### src/rtl/down_count_monitor_if.sv
// Bundles the monitored count stream (in) and the monitor status (out).
interface down_count_monitor_if #(
  parameter int WIDTH  = 4,
  parameter int WRAP_W = 8,
  parameter int ERR_W  = 8
);
  logic              en;
  logic [WIDTH-1:0]  count_in;
  logic              clr_err;
  logic              locked;
  logic              wrap_pulse;
  logic [WRAP_W-1:0] wrap_count;
  logic              seq_err;
  logic [ERR_W-1:0]  err_count;

  modport master (
    output en, count_in, clr_err,
    input  locked, wrap_pulse, wrap_count, seq_err, err_count
  );

  modport slave (
    input  en, count_in, clr_err,
    output locked, wrap_pulse, wrap_count, seq_err, err_count
  );
endinterface

### src/rtl/down_count_monitor.sv
// Checks a down-counter stream decrements by one per enabled sample, counts
// wraps and mismatches, and reports lock / sticky error status.
module down_count_monitor #(
  parameter int WIDTH  = 4,
  parameter int WRAP_W = 8,
  parameter int ERR_W  = 8,
  parameter int RELOCK = 2
) (
  input  logic               clk,
  input  logic               rst,
  down_count_monitor_if.slave mon
);
  localparam int GOOD_W = 4;

  typedef enum logic [1:0] {ACQUIRE, TRACK, FAULT} state_t;

  state_t            state, state_nxt;
  logic [WIDTH-1:0]  prev;
  logic [GOOD_W-1:0] good_cnt, good_nxt, good_inc;
  logic [WIDTH-1:0]  expected;
  logic              match, wrap, err_hit;
  logic              locked_nxt, pulse_nxt, seq_nxt;
  logic [WRAP_W-1:0] wc_nxt;
  logic [ERR_W-1:0]  ec_nxt;

  assign expected = prev - 1'b1;
  assign match    = (mon.count_in == expected);
  assign wrap     = (prev == '0) && (&mon.count_in);
  assign good_inc = good_cnt + 1'b1;

  always_comb begin
    state_nxt  = state;
    good_nxt   = good_cnt;
    locked_nxt = mon.locked;
    pulse_nxt  = 1'b0;
    wc_nxt     = mon.wrap_count;
    seq_nxt    = mon.seq_err;
    ec_nxt     = mon.err_count;
    err_hit    = 1'b0;
    if (mon.clr_err) begin
      seq_nxt = 1'b0;
      ec_nxt  = '0;
    end
    if (mon.en) begin
      unique case (state)
        ACQUIRE: begin
          state_nxt  = TRACK;
          locked_nxt = 1'b1;
        end
        TRACK: begin
          if (match) begin
            if (wrap) begin
              pulse_nxt = 1'b1;
              if (!(&mon.wrap_count)) wc_nxt = mon.wrap_count + 1'b1;
            end
          end else begin
            state_nxt  = FAULT;
            locked_nxt = 1'b0;
            good_nxt   = '0;
            err_hit    = 1'b1;
          end
        end
        FAULT: begin
          // wraps while faulted are deliberately not credited
          if (match) begin
            if (good_inc == GOOD_W'(RELOCK)) begin
              state_nxt  = TRACK;
              locked_nxt = 1'b1;
              good_nxt   = '0;
            end else begin
              good_nxt = good_inc;
            end
          end else begin
            good_nxt = '0;
            err_hit  = 1'b1;
          end
        end
        default: state_nxt = ACQUIRE;
      endcase
    end
    // error applied after the clear so a same-cycle mismatch leaves count 1
    if (err_hit) begin
      seq_nxt = 1'b1;
      if (!(&ec_nxt)) ec_nxt = ec_nxt + 1'b1;
    end
  end

  always_ff @(posedge clk or negedge rst) begin
    if (!rst) begin
      state          <= ACQUIRE;
      prev           <= '0;
      good_cnt       <= '0;
      mon.locked     <= 1'b0;
      mon.wrap_pulse <= 1'b0;
      mon.wrap_count <= '0;
      mon.seq_err    <= 1'b0;
      mon.err_count  <= '0;
    end else begin
      state          <= state_nxt;
      good_cnt       <= good_nxt;
      mon.locked     <= locked_nxt;
      mon.wrap_pulse <= pulse_nxt;
      mon.wrap_count <= wc_nxt;
      mon.seq_err    <= seq_nxt;
      mon.err_count  <= ec_nxt;
      if (mon.en) prev <= mon.count_in;
    end
  end
endmodule

### src/flat_wrapper.sv
// flat-port wrapper written by rule: the top's interface ports become plain ports
module down_count_monitor_flat 
#(
  parameter int WIDTH  = 4,
  parameter int WRAP_W = 8,
  parameter int ERR_W  = 8,
  parameter int RELOCK = 2
)
  (clk, rst, mon_en, mon_count_in, mon_clr_err, mon_locked, mon_wrap_pulse, mon_wrap_count, mon_seq_err, mon_err_count);
  down_count_monitor_if #(.WIDTH(WIDTH), .WRAP_W(WRAP_W), .ERR_W(ERR_W)) mon_i ();
  input  logic clk;
  input  logic rst;
  input wire logic [$bits(mon_i.en)-1:0] mon_en;
  input wire logic [$bits(mon_i.count_in)-1:0] mon_count_in;
  input wire logic [$bits(mon_i.clr_err)-1:0] mon_clr_err;
  output wire logic [$bits(mon_i.locked)-1:0] mon_locked;
  output wire logic [$bits(mon_i.wrap_pulse)-1:0] mon_wrap_pulse;
  output wire logic [$bits(mon_i.wrap_count)-1:0] mon_wrap_count;
  output wire logic [$bits(mon_i.seq_err)-1:0] mon_seq_err;
  output wire logic [$bits(mon_i.err_count)-1:0] mon_err_count;
  assign mon_i.en = mon_en;
  assign mon_i.count_in = mon_count_in;
  assign mon_i.clr_err = mon_clr_err;
  assign mon_locked = mon_i.locked;
  assign mon_wrap_pulse = mon_i.wrap_pulse;
  assign mon_wrap_count = mon_i.wrap_count;
  assign mon_seq_err = mon_i.seq_err;
  assign mon_err_count = mon_i.err_count;
  down_count_monitor #(.WIDTH(WIDTH), .WRAP_W(WRAP_W), .ERR_W(ERR_W), .RELOCK(RELOCK)) u_core (.clk(clk), .rst(rst), .mon(mon_i));
endmodule
### config.mk
export PLATFORM = sky130hd
export DESIGN_NAME = down_count_monitor_flat
export DESIGN_NICKNAME = d
export VERILOG_FILES = /design/src/rtl/down_count_monitor_if.sv /design/src/rtl/down_count_monitor.sv /design/src/flat_wrapper.sv
export SDC_FILE = /design/constraint.sdc
export NUM_CORES = 1
export LEC_CHECK = 0
export CORE_MARGIN = 2
export CORE_UTILIZATION = 39
export DETAILED_ROUTE_END_ITERATION = 7
export PLACE_DENSITY = 0.73
export SYNTH_ARGS = -nofsm -noshare
export SYNTH_HDL_FRONTEND = slang
export SYNTH_SLANG_ARGS = --single-unit
### constraint.sdc
create_clock -name clk -period 2.78 [get_ports clk]
set_input_delay 0.695 -clock clk [delete_from_list [all_inputs] [get_ports clk]]
set_output_delay 0.695 -clock clk [all_outputs]
set_load 0.01 [all_outputs]
==> impl.org, run 1 <==
** Yosys
- Synthesis inferred 29 register bits.
- Ranked by total cell area, the synthesized netlist is headed by dfrtp_1 (41%), ha_1 (7.1%), xor2_1 (3.5%), nor2b_1 (2.8%), o21ai_0 (2.5%).
- Leading area contributor after synthesis :: dfrtp_1
- Total nets after synthesis :: 186
- Synthesized instance count :: 168
- For this run, the register share of the synthesized area comes to just over 40%.
- Yosys printed 0 warnings.
- Summed instance area of the synthesized netlist :: between 1500 and 2000 um^2
- Top post-synthesis cells by count :: dfrtp_1 (29), nand2_1 (11), ha_1 (10), inv_1 (9), o21ai_0 (9)
- In this run, synthesis inferred 0 flip-flops with an integrated enable.
- After synthesis, the mean cell area works out to ~11 um^2.
- Counting flops with an async set or reset pin after synthesis yields a share of between 90% and 100%.
- Top flip-flop cell by instance count after synthesis :: dfrtp_1
- Of the post-synthesis cell area, the dominant cell type holds about two fifths.
- The number of different library cells used by synthesis comes to 47.
- Most used standard cell by instance count after synthesis :: dfrtp_1

** Final layout
- Filler cells :: between 300 and 400
- 0 antenna diodes ended up in the layout.
- Area grow syn2layout :: 25.7%
- Share of final-layout standard cells stronger than drive strength 1 :: 14.0%
- Number of nets in the layout :: roughly 220

** Pwr
- Power spread over the standard cell area amounts to ~600 nW/um^2.
- VDD IR-drop max :: 0.000340 V
- Static leakage :: between 0.9 and 1 nW

** Die
- Placeable core region :: ~4400 um^2
- After floorplanning, the core was divided into 24 placement rows.
- The initial utilization of the core area, before any placement, comes to roughly two fifths.
- 27 I/O pins were placed.
- Horizontal extent of the die :: between 70 and 80 um
- Vertical die dimension :: 71.4 um
- The floorplan step defined a die boundary enclosing 5090 um^2.

** Worst setup path
- Required time of the critical path :: 2950 ps
- STA puts the critical path data arrival time at between 2000 and 3000 ps.
- The worst register-to-register path begins at u_core.prev[0].
- Setup slack of the worst register-to-register path :: 580 ps
- Traced cell by cell, the critical path runs through clkdlybuf4s50_1 > nor2b_1 > ha_1 > and3_1 > and4_1 > nor3_4 > mux2_1.
- The worst setup path is launched from a primary input.
- Standard cell with the maximum stage delay on the critical path :: clkdlybuf4s50_1
- For this run, the slowest stage of the critical path takes approximately 450 ps.
- Launching instance or port of the critical path :: mon_clr_err
- By startpoint and endpoint, the worst setup path is classified as primary input to register.
- Critical path fanouts, max :: 4
- The worst setup path is captured at a register.

** STA
- Setup violations remaining at the end of the flow were counted as 0.
- Total Neg Setup Slack :: 0 ps
- Final min period :: between 2000 and 2500 ps
- Slew HR :: between 70 and 80%
- Pins over their slew limit :: 0
- At the pin with the least slew margin, the transition time is around 400 ps.
- Period Utilization, post-route :: a little over four fifths
- Post-route setup slack :: 452 ps
- Count of final hold-check violations :: 0
- The clock arrives with between 9 and 10 ps of skew.
- Based on the critical path, the design can be clocked at up to 430 MHz.
- Setup repair after global routing left no endpoint under its margin.

** CTS
- Number of sinks handled by clock tree synthesis :: 29
- Largest buffer count on any clock path :: 2
- For the worst-skew pair, the clock arrives at the later sink with an insertion delay of between 200 and 300 ps.
- Buffers added to address setup during post-CTS repair amount to 0.
- Number of buffers inserted during clock tree synthesis :: 5
- TritonCTS clock tree :: done
- The clock tree synthesis step divided the H-tree into 2 levels.
- CTS placed an instance of clkbuf_8 at the clock tree root.
- Clock-pin slew was measured on the worst setup and hold paths at about 60 ps.
- The number of gates resized after CTS was 0.
- The number of hold buffers added after CTS was 0.

** Drt
- Initial DRT Pass Iterations :: 4
- DR vias :: around 1.4k
- For this block, the routed nets add up to 3.49 mm of wire.
- Once detail routing completed, the nets flagged for antenna violations numbered 0.
- Routed WL per cell :: between 10 and 15 um
- For this block, the initial DRC count from the detailed router was 53.
- DRC violations left :: 0
- Post-detailed-route via-to-cell ratio :: between 5 and 6

** Global route
- The number of global-route vias before repair was ~1.3k.
- The initial antenna violation count was 0.
- Summed over all layers, the global routing overflow is 0.
- Maximum number of pins on one net before global-route repair :: 30
- Global-route wire length before repair :: ~6.0 mm
- Total global routing track utilization :: approximately 15%

** Placement
- Input and output buffers added on the ports amount to 26.
- The HPWL after detailed placement is roughly 2.5 mm.
- At the placement stage, the worst setup path has a slack of about 160 ps.
- RePlAce Congestion :: about 0.77

** Worst hold path
- Startpoint of the lowest-slack hold path :: u_core.mon.wrap_count[5]
- HP Class :: register to register

** Outcome
- The run finished with clean final reports.

** Run
- Number of maximum-capacitance constraint violations :: 0
worst paths after layout:
kind,end,cells after the start
max in group asynchronous,u_core.state[0],2
min in group asynchronous,u_core.mon.err_count[0],2
hold reg to reg,u_core.mon.wrap_count[5],1
hold / removal,u_core.mon.wrap_count[5],1
setup reg to reg,u_core.mon.locked,7
setup / recovery,u_core.mon.err_count[1],7
cells in the final DEF (no fill, tap or decap), drive strengths merged, types with 4 or more instances in the layout:
cell,n
dfrtp,29
clkdlybuf4s50,26
nand2,12
ha,10
inv,9
o21ai,9
nor2,9
nor2b,8
buf,8
xor2,8
clkbuf,8
nor3,7
nand3,6
a21oi,6
nand4,5
xnor2,5
mux2i,4
a31oi,4
mux2,4
report_power, final:
group	switching, mW	internal, mW	leakage (nW)
logic	0.248	0.215	0.556
clock network	0.161	0.177	0.0395
registers	0.0508	0.476	0.387
total	0.459	0.868	0.982
metrics by stage:
stage | power, mW | hold slack [ps] | util (%) | area (um^2) | std cells
2_1_floorplan | 0.832 | 399 | - | 1770 | 168
6_report | 1.33 | 508 | 51.1 | 2220 | 259
5_1_grt | 1.42 | 536 | 51.1 | 2220 | 259
4_1_cts | 1.34 | 514 | 51.1 | 2220 | 259
3_3_place_gp | 0.996 | 506 | 49.2 | 2140 | 251
3_5_place_dp | 0.999 | 503 | 49.2 | 2140 | 251
sequential cells by signal, summed over array words and instances (netlist names):
register / count
u_core.good_cnt: 4
u_core.mon.err_count: 8
u_core.mon.locked: 1
u_core.mon.seq_err: 1
u_core.mon.wrap_count: 8
u_core.mon.wrap_pulse: 1
u_core.prev: 4
u_core.state: 2
kinds of logic (layout without fill, tap and decap cells):
| logic type | Yosys count | count (layout) | synth area share, % |
|---|---|---|---|
| xor gates and xnor gates | 14 | 14 | 9.62 |
| buffers and inverters | 12 | 51 | 2.55 |
| adders and majority gates | 10 | 10 | 7.07 |
| muxes | 8 | 8 | 4.81 |
| and+or+nand+nor | 63 | 63 | 21.6 |
| AOI/OAI and AO/OA | 32 | 32 | 13.3 |
| DFF | 29 | 29 | 41.0 |
critical path, delay by kind of cell:
kind	cells	cell delay [ps]
adder cells (fa/ha/maj)	1	230
multiplexers	1	300
AND/OR/NAND/NOR	4	810
buffers and inverters	1	450
cell type report:
cell class / count / area, um^2 / share of cell area [%]
Sequential cell: 29 / 726 / 32.6
Clock buffer: 8 / 80.1 / 3.60
Timing Repair Buffer: 34 / 320 / 14.4
Multi-Input combinational cell: 127 / 998 / 44.9
Tap cell: 52 / 65.1 / 2.93
Inverter: 9 / 33.8 / 1.52
layer usage:
| metal | part of all wire [%] | GRT usage (%) | wire (um) | up-vias |
|---|---|---|---|---|
| met5 | 0 | 0 | 0 | - |
| met4 | 1.2 | 7.55 | 42 | 0 |
| met3 | 5.2 | 3.38 | 181 | 4 |
| met2 | 45 | 23.3 | 1570 | 30 |
| met1 | 49 | 20.3 | 1690 | 646 |
| li1 | - | - | - | 681 |
(Power assumes the default switching activity.)
==> run 2, diff against run 1 <==
==> constraint.sdc (replaced) <==
create_clock -name clk -period 2.4 [get_ports clk]
set_input_delay 0.6 -clock clk [delete_from_list [all_inputs] [get_ports clk]]
set_output_delay 0.6 -clock clk [all_outputs]
set_load 0.01 [all_outputs]
==> impl.org, run 2 (synthesis gave the netlist of run 1 again) <==
** CTS
- Number of sinks handled by clock tree synthesis :: 29
- Number of buffers added for setup after CTS :: 0
- Clock-pin slew was measured on the worst setup and hold paths at ~70 ps.
- Post-CTS repair changed the size of 0 cells.
- TritonCTS built the clock tree.
- TritonCTS created 5 clock buffers.
- The H-tree generated during clock tree synthesis spans 2 levels.
- Clock latency on the worst-skew pair, taken at its later pin, is 290 ps.
- The tree is rooted in a clkbuf_8.
- Post-CTS Hold Fix Bufs :: 0
- Largest buffer count on any clock path :: 2

** Drt
- Aggregate routed wire length :: 3.66 mm
- DR vias :: about 1.4k
- Dividing the detail-routed wire length by the instance count gives between 10 and 15 um.
- In this run, the number of DRC markers left after iteration 0 of detailed routing was 83.
- The first detailed-routing pass ran for 4 iterations.
- The count of nets left with antenna violations once routing finished came out at 0.
- For this run, design rule violations remaining after detail routing come to 0.
- Post-detailed-route via-to-cell ratio :: approximately 5.4

** Worst setup path
- The worst setup path is of the primary input to register kind.
- STA puts the critical path data arrival time at approximately 2400 ps.
- Endpoint class of the critical path :: register
- Traced cell by cell, the critical path runs through clkdlybuf4s50_1 > nor2b_1 > ha_1 > and3_1 > and4_1 > buf_4 > o21ai_0 > a22oi_1.
- For the worst setup path, the data required time is around 2600 ps.
- Largest stage delay on the critical path :: roughly 480 ps
- Startpoint of the worst-slack reg-to-reg timing path :: u_core.prev[0]
- Setup slack of the worst register-to-register path :: ~300 ps
- The worst register-to-register path has a depth of 7.
- In this run the critical register-to-register path is captured at u_core.mon.locked.
- In this run the worst path has a maximum fanout of 4.
- Standard cell with the maximum stage delay on the critical path :: clkdlybuf4s50_1
- STA classifies the critical path startpoint as a primary input.

** Die
- Vertical die dimension :: 71.4 um
- Placeable core region :: about 4400 um^2
- Io pins :: 27
- Total die area :: ~5100 um^2
- For this configuration, the core starts out at a cell density of ~41%.
- The floorplan has 24 rows.
- In this run the horizontal extent of the chip is approximately 70 um.

** Worst hold path
- Worst hold stages :: 1
- The worst hold path terminates at u_core.mon.wrap_count[3].
- Startpoint of the lowest-slack hold path :: u_core.mon.wrap_count[3]
- The min-delay analysis places its worst path in the category register to register.

** Final layout
- 0 antenna diodes ended up in the layout.
- Combined area of the multi-input logic cells :: 998 um^2
- Share of final-layout standard cells stronger than drive strength 1 :: between 10% and 20%
- The largest registers in the layout are u_core.mon.err_count (8), u_core.mon.wrap_count (8).
- Most frequent standard cell in the layout excluding fill and tap cells :: dfrtp_1
- The final layout contains approximately 230 nets.
- Util after Layout :: 53.4%
- Area grow syn2layout :: 31.5%
- Once layout is done, the placed cells without fillers occupy around 2300 um^2.
- Filler cells :: ~380
- Sequential cell area :: between 700 and 800 um^2
- Final std cells w/o fill :: approximately 270
- The library cells used most frequently in the layout, excluding fill and tap cells, are dfrtp_1 (29), clkdlybuf4s50_1 (26), buf_4 (17).

** Global route
- In the global route stage, overall resource usage came out at around 16%.
- Number of antenna violations at the first check in global routing :: 0
- Global route overflow :: 0
- Number of global-route vias before repair :: 1395
- Maximum number of pins on one net before global-route repair :: 30
- Global-route wire length before repair :: between 6 and 7 mm

** STA
- Final Skew :: approximately 8 ps
- Transition at the pin with the smallest max-transition slack :: roughly 430 ps
- Post-route setup slack :: around 220 ps
- Across all hold checks on the routed design, the worst slack comes to 524 ps.
- Timing would allow up to roughly 460 MHz.
- The number of hold violations in the final report came to 0.
- Final setup violation count :: 0
- Slew HR :: ~70%
- Setup repair after global routing left no endpoint under its margin.
- Final min period :: around 2200 ps
- Period Utilization, post-route :: ~90%
- The number of slew-limit violations in the final report came to 0.

** Placement
- In this run, placement finished with an instance count of 260.
- Detailed-placement wirelength estimate :: 2.71 mm
- RePlAce Congestion :: roughly 0.78
- DP Worst Slack :: -78.7 ps
- PortBufs :: 26
- The placed instances occupy a cell area of 2210 um^2.

** Pwr
- Summed over all cells, the static leakage comes to approximately 1.0 nW.
- VDD IR-drop max :: roughly 0.00049 V
- Dividing total power by cell area gives a power density of roughly 740 nW/um^2.

** Run
- Across the run, the number of max-cap violations was 0.

** Outcome
- The flow ran to the end, and the final reports show no timing, DRC or antenna violations.
-- run 2: cell count changes in the layout (fill, tap and decap cells not counted), sizes merged --
cell,delta
buf,+9
clkbuf,-1
bufinv,+1
-- run 2: area by class of cell --
| cell class | count | area share, % |
|---|---|---|
| multi-input combinational | 127 | 42.9 |
| sequential | 29 | 31.2 |
| timing repair buffer | 43 | 16.7 |
| clock buffer | 7 | 3.71 |
| tap | 52 | 2.80 |
| inverter | 9 | 1.45 |
| clock inverter | 1 | 1.29 |
-- run 2: per-stage QoR --
step                      setup TNS, ps  power (mW)
after detailed placement           -473        1.21
after CTS                             0        1.75
final                                 0        1.73
after global routing                  0        1.84
after global placement             -133        1.20
after floorplan                       0       0.964
-- run 2: worst max path at each step --
| stage | start | endpoint | depth (start not counted) |
|---|---|---|---|
| floorplan | u_core.prev[0] | u_core.mon.locked | 7 |
| global placement | mon_clr_err | u_core.mon.err_count[1] | 7 |
| detailed placement | mon_clr_err | u_core.mon.err_count[1] | 7 |
| CTS | mon_clr_err | u_core.mon.err_count[5] | 8 |
| global route | mon_count_in[3] | u_core.mon.wrap_count[5] | 6 |
| finish | mon_clr_err | u_core.mon.err_count[5] | 8 |
-- run 2: routing by layer --
metal	routed length, um	global-route usage [%]
met2	1700	24.7
met4	99	9.43
met5	0	0
met1	1690	21.4
met3	179	3.80
-- run 2: power breakdown --
part           switching [mW]  total, mW  leakage (nW)  internal [mW]
registers              0.0576      0.609         0.387          0.551
logic                   0.305      0.584         0.602          0.280
clock network           0.197      0.535        0.0585          0.338
total                   0.559       1.73          1.05           1.17
-- run 2: worst max-delay path: cells and delay by family --
kind	cells	cell delay, ps
AND/OR/NAND/NOR	3	680
AO/OA/AOI/OAI	2	270
buffers and inverters	2	620
adder cells (fa/ha/maj)	1	210
